<file path="src/rtl/debounced_counter_if.sv">
// rtl/debounced_counter_if.sv - button/switch inputs and count outputs of debounced_counter
//
// Purpose: bundles the user-facing inputs (three raw buttons, slide switches)
// and the count outputs so the counter and its driver share one port.
//
// Signals:
//   BtnUp    1  raw asynchronous button, increments Value
//   BtnDown  1  raw asynchronous button, decrements Value
//   BtnLoad  1  raw asynchronous button, loads SW into Value
//   SW       8  slide switches, load data (quasi-static)
//   Value    8  current count, registered
//   Carry    1  one-cycle pulse on 255->0 wrap
//   Borrow   1  one-cycle pulse on 0->255 wrap
//
// Modports:
//   master  drives buttons and switches, observes the count
//   slave   the counter itself
interface debounced_counter_if;
  logic       BtnUp;
  logic       BtnDown;
  logic       BtnLoad;
  logic [7:0] SW;
  logic [7:0] Value;
  logic       Carry;
  logic       Borrow;

  modport master (
    output BtnUp,
    output BtnDown,
    output BtnLoad,
    output SW,
    input  Value,
    input  Carry,
    input  Borrow
  );

  modport slave (
    input  BtnUp,
    input  BtnDown,
    input  BtnLoad,
    input  SW,
    output Value,
    output Carry,
    output Borrow
  );
endinterface

</file>
<file path="src/rtl/debounced_counter.sv">
// rtl/debounced_counter.sv - synchronized, debounced up/down/load 8-bit counter
//
// Purpose: input stage ahead of the display multiplexer. Each raw button is
// synchronized (2 flops), debounced (DEBOUNCE_CYCLES stable cycles) and
// edge-detected so that every press yields exactly one count action.
// Value[3:0] / Value[7:4] feed the hex digit multiplexer.
//
// Ports:
//   Clk    1  system clock
//   Reset  1  synchronous, active-high reset, highest priority
//   bus    debounced_counter_if.slave (buttons, SW, Value, Carry, Borrow)
//
// Parameters:
//   DEBOUNCE_CYCLES  stable cycles before a new button level is accepted (>= 2)
//   CNT_W            debounce counter width, must hold DEBOUNCE_CYCLES-1
module debounced_counter #(
  parameter int DEBOUNCE_CYCLES = 1000000,
  parameter int CNT_W           = 32
) (
  input  logic               Clk,
  input  logic               Reset,
  debounced_counter_if.slave bus
);

  localparam int                NUM_BTN = 3;
  localparam logic [CNT_W-1:0]  CNT_MAX = CNT_W'(DEBOUNCE_CYCLES - 1);

  // Bit positions of each button in the per-button vectors.
  localparam int BTN_UP   = 0;
  localparam int BTN_DOWN = 1;
  localparam int BTN_LOAD = 2;

  logic [NUM_BTN-1:0] btn_raw;

  // Two-flop synchronizer; sync2_q is the level seen by the debouncer.
  logic [NUM_BTN-1:0] sync1_q;
  logic [NUM_BTN-1:0] sync2_q;

  // Debounced level, its stability counter and the one-cycle press pulse.
  logic [NUM_BTN-1:0] deb_q;
  logic [NUM_BTN-1:0] deb_d;
  logic [CNT_W-1:0]   cnt_q [NUM_BTN];
  logic [CNT_W-1:0]   cnt_d [NUM_BTN];
  logic [NUM_BTN-1:0] press_q;
  logic [NUM_BTN-1:0] press_d;

  // Count state.
  logic [7:0] value_q;
  logic [7:0] value_d;
  logic       carry_q;
  logic       carry_d;
  logic       borrow_q;
  logic       borrow_d;

  assign btn_raw = {bus.BtnLoad, bus.BtnDown, bus.BtnUp};

  // Debouncer next state. The counter only runs while the synchronized level
  // disagrees with the accepted level; any agreement throws the partial count
  // away, so a glitch shorter than DEBOUNCE_CYCLES never reaches deb_q.
  // The press pulse fires only on an accepted 0->1 change, so releases are
  // debounced silently and a held button never repeats.
  always_comb begin
    deb_d   = deb_q;
    press_d = '0;
    for (int i = 0; i < NUM_BTN; i++) begin
      cnt_d[i] = '0;
      if (sync2_q[i] != deb_q[i]) begin
        if (cnt_q[i] == CNT_MAX) begin
          deb_d[i]   = sync2_q[i];
          press_d[i] = sync2_q[i];
        end else begin
          cnt_d[i] = cnt_q[i] + 1'b1;
        end
      end
    end
  end

  // Count update. Load wins over everything; up and down together cancel.
  // Carry/Borrow default low so each is a single-cycle pulse.
  always_comb begin
    value_d  = value_q;
    carry_d  = 1'b0;
    borrow_d = 1'b0;
    if (press_q[BTN_LOAD]) begin
      value_d = bus.SW;
    end else if (press_q[BTN_UP] && press_q[BTN_DOWN]) begin
      value_d = value_q;
    end else if (press_q[BTN_UP]) begin
      value_d = value_q + 8'd1;
      carry_d = (value_q == 8'hFF);
    end else if (press_q[BTN_DOWN]) begin
      value_d  = value_q - 8'd1;
      borrow_d = (value_q == 8'h00);
    end
  end

  always_ff @(posedge Clk) begin
    if (Reset) begin
      sync1_q  <= '0;
      sync2_q  <= '0;
      deb_q    <= '0;
      press_q  <= '0;
      for (int i = 0; i < NUM_BTN; i++) begin
        cnt_q[i] <= '0;
      end
      value_q  <= '0;
      carry_q  <= 1'b0;
      borrow_q <= 1'b0;
    end else begin
      sync1_q  <= btn_raw;
      sync2_q  <= sync1_q;
      deb_q    <= deb_d;
      press_q  <= press_d;
      for (int i = 0; i < NUM_BTN; i++) begin
        cnt_q[i] <= cnt_d[i];
      end
      value_q  <= value_d;
      carry_q  <= carry_d;
      borrow_q <= borrow_d;
    end
  end

  assign bus.Value  = value_q;
  assign bus.Carry  = carry_q;
  assign bus.Borrow = borrow_q;

endmodule

</file>
<file path="src/flat_wrapper.sv">
// flat-port wrapper written by rule: the top's interface ports become plain ports
module debounced_counter_flat 
#(
  parameter int DEBOUNCE_CYCLES = 1000000,
  parameter int CNT_W           = 32
)
  (Clk, Reset, bus_BtnUp, bus_BtnDown, bus_BtnLoad, bus_SW, bus_Value, bus_Carry, bus_Borrow);
  debounced_counter_if bus_i ();
  input  logic Clk;
  input  logic Reset;
  input wire logic [$bits(bus_i.BtnUp)-1:0] bus_BtnUp;
  input wire logic [$bits(bus_i.BtnDown)-1:0] bus_BtnDown;
  input wire logic [$bits(bus_i.BtnLoad)-1:0] bus_BtnLoad;
  input wire logic [$bits(bus_i.SW)-1:0] bus_SW;
  output wire logic [$bits(bus_i.Value)-1:0] bus_Value;
  output wire logic [$bits(bus_i.Carry)-1:0] bus_Carry;
  output wire logic [$bits(bus_i.Borrow)-1:0] bus_Borrow;
  assign bus_i.BtnUp = bus_BtnUp;
  assign bus_i.BtnDown = bus_BtnDown;
  assign bus_i.BtnLoad = bus_BtnLoad;
  assign bus_i.SW = bus_SW;
  assign bus_Value = bus_i.Value;
  assign bus_Carry = bus_i.Carry;
  assign bus_Borrow = bus_i.Borrow;
  debounced_counter #(.DEBOUNCE_CYCLES(DEBOUNCE_CYCLES), .CNT_W(CNT_W)) u_core (.Clk(Clk), .Reset(Reset), .bus(bus_i));
endmodule
</file>
<file path="config.mk">
export PLATFORM = sky130hd
export DESIGN_NAME = debounced_counter_flat
export DESIGN_NICKNAME = d
export VERILOG_FILES = /design/src/rtl/debounced_counter_if.sv /design/src/rtl/debounced_counter.sv /design/src/flat_wrapper.sv
export SDC_FILE = /design/constraint.sdc
export NUM_CORES = 1
export LEC_CHECK = 0
export ABC_AREA = 0
export BUFFER_PORTS_ARGS = -buffer_cell sky130_fd_sc_hd__buf_2
export CELL_PAD_IN_SITES_DETAIL_PLACEMENT = 0
export CELL_PAD_IN_SITES_GLOBAL_PLACEMENT = 1
export CORE_ASPECT_RATIO = 2
export CORE_UTILIZATION = 47
export CTS_CLUSTER_SIZE = 10
export DETAILED_ROUTE_END_ITERATION = 6
export GPL_ROUTABILITY_DRIVEN = 1
export PLACE_DENSITY_LB_ADDON = 0.1
export SYNTH_ARGS = -nofsm -noshare
export SYNTH_HDL_FRONTEND = slang
export SYNTH_SLANG_ARGS = --single-unit
</file>
<file path="constraint.sdc">
create_clock -name Clk -period 2.5 [get_ports Clk]
set_clock_uncertainty 0.15 [all_clocks]
set_input_delay 0.5 -clock Clk [delete_from_list [all_inputs] [get_ports Clk]]
set_output_delay 0.5 -clock Clk [all_outputs]
set_load 0.05 [all_outputs]
</file>
==> impl_results.md <==
- Routed Antenna Nets: 0
- CTS root buffer: clkbuf_16
- Top post-synthesis cells by area: dfxtp_1, a21oi_1, or4_1
- Ant diodes: 0
- Mapped Cells: 707
- CTS buffer count: 17
- Power, Total: 4.176 mW
- # IOs: 23
- CTS tree: done
- Drt wl/cell: 16.27 um
- Tmin final: 2.289 ns
- Crit-path max FO: 7
- Vias per cell: 6.122
- Cell variety after synth: 53
- Fin crit share: 0.9155
- Total track usage: 0.2354
- Remaining global-route overflow: 0
- Commonest cells after routing, fill and taps aside: dfxtp_1, a21oi_1, nor2_1
- Commonest non-fill, non-tap cell in the layout: dfxtp_1
- Yosys reg bits: 118
- CP max-delay cell: or4_1
- Cell Area, Synth: 0.006015 mm2
- Final #Nets: 758
- Max Fclk: 436.9 MHz
- FP Rows: 58
- Initial antenna violation count: 0
- Setup tns final: 0 ns
- Core area: 0.01255 mm2
- Final Hold Vio Count: 0
- Worst hold path cell count: 2
- Setup violators final: 0
- Outcome: complete, no violations
- Arr. time, crit path: 2.48 ns
- Lkg Pwr: 2.161 nW
- Number of global-route vias before repair: 5256
- Post-CTS Setup Inserts: 0
- Hpwl dp: 10.53 mm
- Dominant cell type by area after synthesis: dfxtp_1
- RD Place Congestion: 0.8058
- CP endpoint kind: register
- Clk sinks: 118
- CTS max path bufs: 2
- Crit-path max cell delay: 0.66 ns
- Setup WS pre-CTS: 0.2436 ns
- Starting Density: 0.4791
- Reg2reg path depth: 5
- Layout cells sized above 1: 0.1258
- Placed cell count: 866
- Cell area power density: 606.5 mW/mm2
- Drc violations: 0
- Post-synth top area share: 0.3928
- # H-tree levels: 4
- Largest net degree at the start of global routing: 32
- Post-Syn Nets: 730
- Area growth, synth to finish: 14.48%
- CP Cell Sequence: ha_1, nand4_1, or4_1, or3_2, a21oi_1
- Die X-Extent: 81.99 um
- Post-CTS Resized: 0
- Hold_buf cts: 0
- 1st-iter DRT viols: 201
- Slew Limit Headroom: 0.5594
- Hold WC Path Type: input pin to register
- Global-route wire length before repair: 24.29 mm
- CP Data Required Time: 2.69 ns
- Max Cap Violations: 0
- Max VDD drop: 0.7052 mV
- TritonRoute pass-1 iters: 5
- Reg clk slew, reported paths: 0.05 ns
- Slew Limit Fails: 0
- RSZ-0062 raised after global routing: false
- Register area share after synthesis: 0.3928
- Syn Area/Cell: 8.507 um2
- Via count: 5491
- Crit Path Class: register to register
- Post-synth EDFFs: 0
- Main synth FF type: dfxtp_1
- WL final: 14.60 mm
- Asr flop ratio synth: 0
- Worst-Skew Late Latency: 0.41 ns
- Min Hold Slack: 0.1518 ns
- YS warnings: 0
- Die height: 162.0 um
- Die area: 0.01328 mm2
- FF-to-FF setup slack: 0.21 ns
- PortBufs: 22
- Worst setup margin: 0.2113 ns
- Non-Filler Instances: 897
- Critical path startpoint category: register
- Worst-margin pin slew: 0.6586 ns
[Yosys cell counts (14+ instances only)]
cell and count:
dfxtp_1 118, a21oi_1 57, nor2_1 51, nand2_1 47
nand4_1 36, or4_1 36, nand3_1 32, o31ai_1 31
o21ai_0 28, xor2_1 26, clkbuf_1 24, xnor2_1 21
nor4_1 20, or3_1 19, and4_1 18, inv_1 16
nor3_1 15, and3_1 14
[metal layers]
layer / GRT usage / vias up / wire length (um)
met5: 0 / - / 0
li1: - / 2732 / -
met1: 0.2462 / 2676 / 5940
met4: 0.08931 / 0 / 262
met2: 0.4399 / 66 / 8096
met3: 0.04719 / 17 / 296
[power breakdown]
group,switching (mW),internal [mW]
clock network,0.884,1.35
logic,0.0305,0.0194
registers,0.00325,1.89
total,0.918,3.26
[path summary, 6_finish.rpt]
path / end / startpoint
worst min register to register: u_core.cnt_q[0][64] / u_core.cnt_q[0][64]
worst max-delay path: u_core.cnt_q[0][18] / u_core.cnt_q[0][0]
worst max register to register: u_core.cnt_q[0][18] / u_core.cnt_q[0][0]
worst min-delay path: u_core.sync1_q[1] / bus_BtnDown
[worst max-delay path: cells and delay by family, from the launching register on]
family          cells  cell delay (ns)
fa+ha+maj           1             0.28
compound gates      1             0.15
flops               1             0.36
simple gates        3             1.28
[flip-flops by register name, summed over array words and instances (netlist names)]
| register | count |
|---|---|
| u_core.cnt_q | 96 |
| u_core.bus.Value | 8 |
| u_core.deb_q | 3 |
| u_core.press_q | 3 |
| u_core.sync1_q | 3 |
| u_core.sync2_q | 3 |
| u_core.bus.Borrow | 1 |
| u_core.bus.Carry | 1 |
[area by class of cell]
class / instances / area [um2]
sequential: 118 / 2362
inverter: 16 / 60.06
tap: 150 / 187.7
clock buffer: 18 / 429.2
fill: 1230 / 5669
clock inverter: 13 / 110.1
multi-input combinational: 538 / 3448
timing repair buffer: 44 / 287.8
[logic make-up (layout without fill, tap and decap cells)]
logic type | Yosys count | after routing | synth area share
simple gates | 338 | 338 | 0.3318
compound gates | 136 | 136 | 0.1371
flops | 118 | 118 | 0.3928
buf+inv | 51 | 91 | 0.03620
xor+xnor | 47 | 47 | 0.06844
fa+ha+maj | 10 | 10 | 0.02205
mux | 7 | 7 | 0.01165
[stage by stage]
| step | instance area (um2) | utilization |
|---|---|---|
| floorplan | 6015 | - |
| global placement | 6346 | 0.5055 |
| detailed placement | 6346 | 0.5055 |
| CTS | 6885 | 0.5484 |
| global route | 6885 | 0.5484 |
| finish | 6885 | 0.5484 |
Power figures use the tool's default switching activity.
